`config.mk`:
```
export PLATFORM = sky130hd
export DESIGN_NAME = tlc_timer
export DESIGN_NICKNAME = d
export VERILOG_FILES = /design/src/rtl/tlc_timer.sv
export SDC_FILE = /design/constraint.sdc
export NUM_CORES = 1
export LEC_CHECK = 0
export ABC_CLOCK_PERIOD_IN_PS = 2900
export CORE_MARGIN = 2
export CORE_UTILIZATION = 55
export CTS_BUF_LIST = sky130_fd_sc_hd__clkbuf_4
export DETAILED_ROUTE_END_ITERATION = 10
export PLACE_DENSITY_LB_ADDON = 0.2
export SLEW_MARGIN = 20
export SYNTH_ARGS = -nofsm -noshare
export SYNTH_HDL_FRONTEND = slang
export SYNTH_SLANG_ARGS = --single-unit
```
`constraint.sdc`:
```
create_clock -name clk -period 2.9 [get_ports clk]
set_clock_uncertainty 0.15 [all_clocks]
set_input_delay 0.87 -clock clk [delete_from_list [all_inputs] [get_ports clk]]
set_output_delay 0.87 -clock clk [all_outputs]
set_load 0.05 [all_outputs]
```
`src/rtl/tlc_timer.sv`:
```
// Prescaled interval timer: a tick every PRESCALE clk cycles while running, and a
// one-cycle timer_done pulse each time the tick count reaches final_value.
module tlc_timer #(
    parameter int N        = 13,
    parameter int PRESCALE = 50000
) (
    input  logic         clk,
    input  logic         reset_n,
    input  logic         enable,
    input  logic         timer_reset,
    input  logic [N-1:0] final_value,
    output logic         timer_done,
    output logic [N-1:0] count,
    output logic         tick,
    output logic         busy
);

    localparam int PW = (PRESCALE > 1) ? $clog2(PRESCALE) : 1;
    localparam logic [PW-1:0] PMAX = PW'(PRESCALE - 1);

    typedef enum logic [1:0] {
        IDLE,
        RUN,
        HOLD
    } state_t;

    state_t        state;
    logic [PW-1:0] prescaler;

    // timer_reset suppresses the tick so a coincident clear never yields a done pulse
    assign tick = (state == RUN) && (prescaler == PMAX) && !timer_reset;

    always_ff @(posedge clk) begin
        if (!reset_n) begin
            state      <= IDLE;
            prescaler  <= '0;
            count      <= '0;
            timer_done <= 1'b0;
            busy       <= 1'b0;
        end else if (timer_reset) begin
            prescaler  <= '0;
            count      <= '0;
            timer_done <= 1'b0;
            state      <= enable ? RUN : IDLE;
            busy       <= enable;
        end else begin
            timer_done <= 1'b0;
            case (state)
                IDLE: begin
                    if (enable) begin
                        state <= RUN;
                        busy  <= 1'b1;
                    end
                end
                RUN: begin
                    prescaler <= (prescaler == PMAX) ? '0 : prescaler + 1'b1;
                    if (tick) begin
                        // >= so a final_value lowered below count expires on this tick
                        if (count >= final_value) begin
                            count      <= '0;
                            timer_done <= 1'b1;
                        end else begin
                            count <= count + 1'b1;
                        end
                    end
                    if (!enable) state <= HOLD;
                end
                HOLD: begin
                    if (enable) state <= RUN;
                end
                default: begin
                    state <= IDLE;
                    busy  <= 1'b0;
                end
            endcase
        end
    end

endmodule

```
==> key figures <==
Global routing
  • Overall Global Routing Usage: 0.212
  • Initial antenna violation count: 0
  • Largest net degree at the start of global routing: 16
  • Total global routing overflow: 0
  • First-pass GRT wire length: between 6000 and 7000 um
  • Vias in the first global route: 1,622

Route
  • Total number of vias: about 1,700
  • DRC violations left: 0
  • Detail Route Antenna Nets: 0
  • Wire length per cell: about 12 um
  • Initial drt markers: 64
  • Drt first pass iters: 4
  • Final wirelength: 4000 um
  • Vias per Instance: about 5.2

Cells and area
  • Final Core Density: 0.693
  • Final cell count without fillers: ~320
  • Final instance area: between 2000 and 2500 um^2
  • Final nets: 310
  • N_diodes: 0
  • Syn-to-layout area delta: 23.1%
  • Ratio of cells with drive above 1 in the final layout: 0.127

Hold path
  • Min-delay worst type: flop to flop
  • Hold Path Depth: 2

CTS
  • Clock Sinks: 33
  • Num CTS Buffers: 5
  • Clk_lat worst skew: 0.33 ns
  • Post-CTS sizing: 0
  • CTS Hold Bufs: 0
  • Buffer count from post-CTS setup fixing: 0
  • CTS tree: built
  • CTS max path bufs: 2
  • Reg clk slew, reported paths: 0.10 ns
  • H-tree Lvls: 2
  • Clk Tree Root Cell: clkbuf_4

Critical path
  • Worst path depth: 3
  • Slowest-stage cell, CP: clkdlybuf4s50_1
  • Crit path max-delay family: buffers and inverters
  • R2R Setup Slk: 0.82 ns
  • Setup crit start kind: primary input
  • Worst-path cell chain: clkdlybuf4s50_1 > nor3_2 > buf_12
  • Max incr delay on CP: about 0.44 ns
  • Reg2Reg Depth: 7
  • CP max FO: 2
  • CP Class: primary input to output port
  • Worst path required time: 1.88 ns
  • CP endpoint kind: output port
  • WP data arrival: approximately 1.8 ns
  • Crit path buffers/inverters: 2

STA
  • Final-report setup violation count: 0
  • Actual slew at the worst max-slew pin: 0.502 ns
  • Max-slew headroom: 0.664
  • Max-slew violations: 0
  • TNS Setup: 0 ns
  • Final Hold Viols: 0
  • F_max: 355 MHz
  • Min cycle time layout: about 2.8 ns
  • Final clock period utilization by the worst path: 0.971
  • Unrepaired setup endpoints after global routing: false

Floorplanning
  • # rows: 22
  • Core ar.: 3610 um^2
  • # IOs: 33
  • Chip width: 64.7 um
  • Initial Util: 0.563
  • Full die area: 4190 um^2
  • Die Y: ~65 um

Yosys
  • Post-synth EDFFs: 0
  • Sequential area share after synthesis: 0.326
  • Post-Syn Area: between 2000 and 2500 um^2
  • Area contributors post-synth: dfxtp_1 (33%), ha_1 (12%), xnor2_1 (7.8%)
  • Top cell type's share of synthesized area: 0.326
  • Post-Synth Simple-Gate Area: 0.300
  • Number of synthesis warnings: 0
  • Syn Area/Cell: around 8.7 um^2
  • Synthesized Nets: between 200 and 300
  • Adder-cell share of the synthesized area: 0.117
  • Xor/xnor share of the synthesized area: 0.112
  • Area leader, netlist: dfxtp_1
  • Post-synthesis register bit count: 33
  • Synth Flop Type: dfxtp_1
  • Netlist cell types: between 40 and 50
  • Mapped Cells: roughly 230
  • Post-synth ARST share: 0
  • Post-synthesis compound-gate area fraction: 0.0801
  • Largest family of logic cells by synthesized area: simple AND/OR/NAND/NOR gates
  • Mux share of post-synthesis cell area: 0.00986

Power
  • Gate power share: 0.107
  • Leakage: just under 1 nW
  • Max VDD drop: ~0.26 mV
  • Reg power frac: 0.573
  • Clock Power Share: 0.320
  • PwrDens: between 300 and 400 nW/um^2
  • NetSw: 0.198 mW
  • Internal Power: 0.604 mW
  • Sw Share: 0.247

Placed design
  • Port buffer count: 32
  • GP Congestion: between 0.7 and 0.8
  • Placed Cells: approximately 320
  • Hpwl dp: between 3000 and 4000 um
  • Placed instance area: 2440 um^2

Run status
  • Outcome: finished clean

Flow run
  • Max Cap Viol: 0
==> power groups by stage <==
stage | sequential (mW) | combinational, mW | clock (mW)
global placement | 0.470 | 0.0847 | 0
finish | 0.460 | 0.0859 | 0.256
CTS | 0.460 | 0.0871 | 0.264
detailed placement | 0.470 | 0.0864 | 0
floorplan | 0.474 | 0.0447 | 0
global route | 0.461 | 0.0976 | 0.290
==> cells in the final DEF, fill, tap and decap left out, types with 2 or more instances in the layout <==
cell	instances
nand2_1	13
nand2b_1	2
clkbuf_4	6
mux2i_1	2
nor3_1	2
and4_1	3
nor2_1	39
inv_1	20
xor2_1	8
clkinv_2	2
dfxtp_1	33
nand3_1	7
o21ai_0	10
ha_1	19
nand4_1	8
nor4_1	3
and3_1	4
nor3_2	8
clkdlybuf4s50_1	31
xnor2_1	18
a21oi_1	5
buf_4	8
==> final cells by class <==
type	instances	area [um^2]
Clock buffer	6	45.0
Clock inverter	2	10.0
Fill cell	302	1110
Inverter	20	75.1
Multi-Input combinational cell	174	1260
Sequential cell	33	661
Tap cell	48	60.1
Timing Repair Buffer	40	390
==> sequential cells by signal, indices dropped and copies added, names as in the netlist <==
signal      flops
timer_done      1
prescaler      16
count          13
state           2
busy            1
==> worst register-to-register path, delay by kind of cell, from the launching register on <==
| kind | cells | cell delay, ns |
|---|---|---|
| flops | 1 | 0.48 |
| fa+ha+maj | 1 | 0.28 |
| compound gates | 4 | 0.75 |
| buf+inv | 1 | 0.17 |
| simple gates | 1 | 0.18 |
==> path summary, 6_finish.rpt <==
check / from / to
worst max-delay path: timer_reset / tick
worst min-delay path: state[0]$_SDFFE_PN0P_ / state[0]$_SDFFE_PN0P_
worst max register to register: count[3]$_SDFFE_PP0P_ / count[1]$_SDFFE_PP0P_
worst min register to register: state[0]$_SDFFE_PN0P_ / state[0]$_SDFFE_PN0P_
==> synth_stat cells, types with 3 or more instances <==
master,instances
nor2_1,39
dfxtp_1,33
inv_1,20
ha_1,19
xnor2_1,18
nand2_1,13
o21ai_0,10
nand4_1,8
nor3_2,8
xor2_1,8
nand3_1,7
a21oi_1,5
and3_1,4
and4_1,3
buf_4,3
nor4_1,3
==> logic make-up after synthesis <==
logic type	Yosys count
and+or+nand+nor	104
DFF	33
xor gates and xnor gates	26
buffers and inverters	26
AOI/OAI and AO/OA	23
adders and majority gates	19
muxes	2
==> metal layers <==
metal  vias to the layer above  GRT usage  share of wire
li1                        876          -              -
met1                       792      0.251           0.47
met2                        22      0.380           0.49
met3                         4     0.0521          0.032
met4                         0     0.0559          0.011
met5                         -          0              0
==> per-stage QoR <==
step | total power [mW] | setup WS (ns) | hold WS [ns]
after global routing | 0.848 | 0.00709 | 0.441
final | 0.802 | 0.0847 | 0.374
after floorplan | 0.518 | 0.0811 | 0.325
after CTS | 0.811 | 0.0763 | 0.387
after global placement | 0.555 | -0.0161 | 0.347
after detailed placement | 0.557 | -0.0982 | 0.378
No activity file was read; power rests on OpenSTA's default activity.
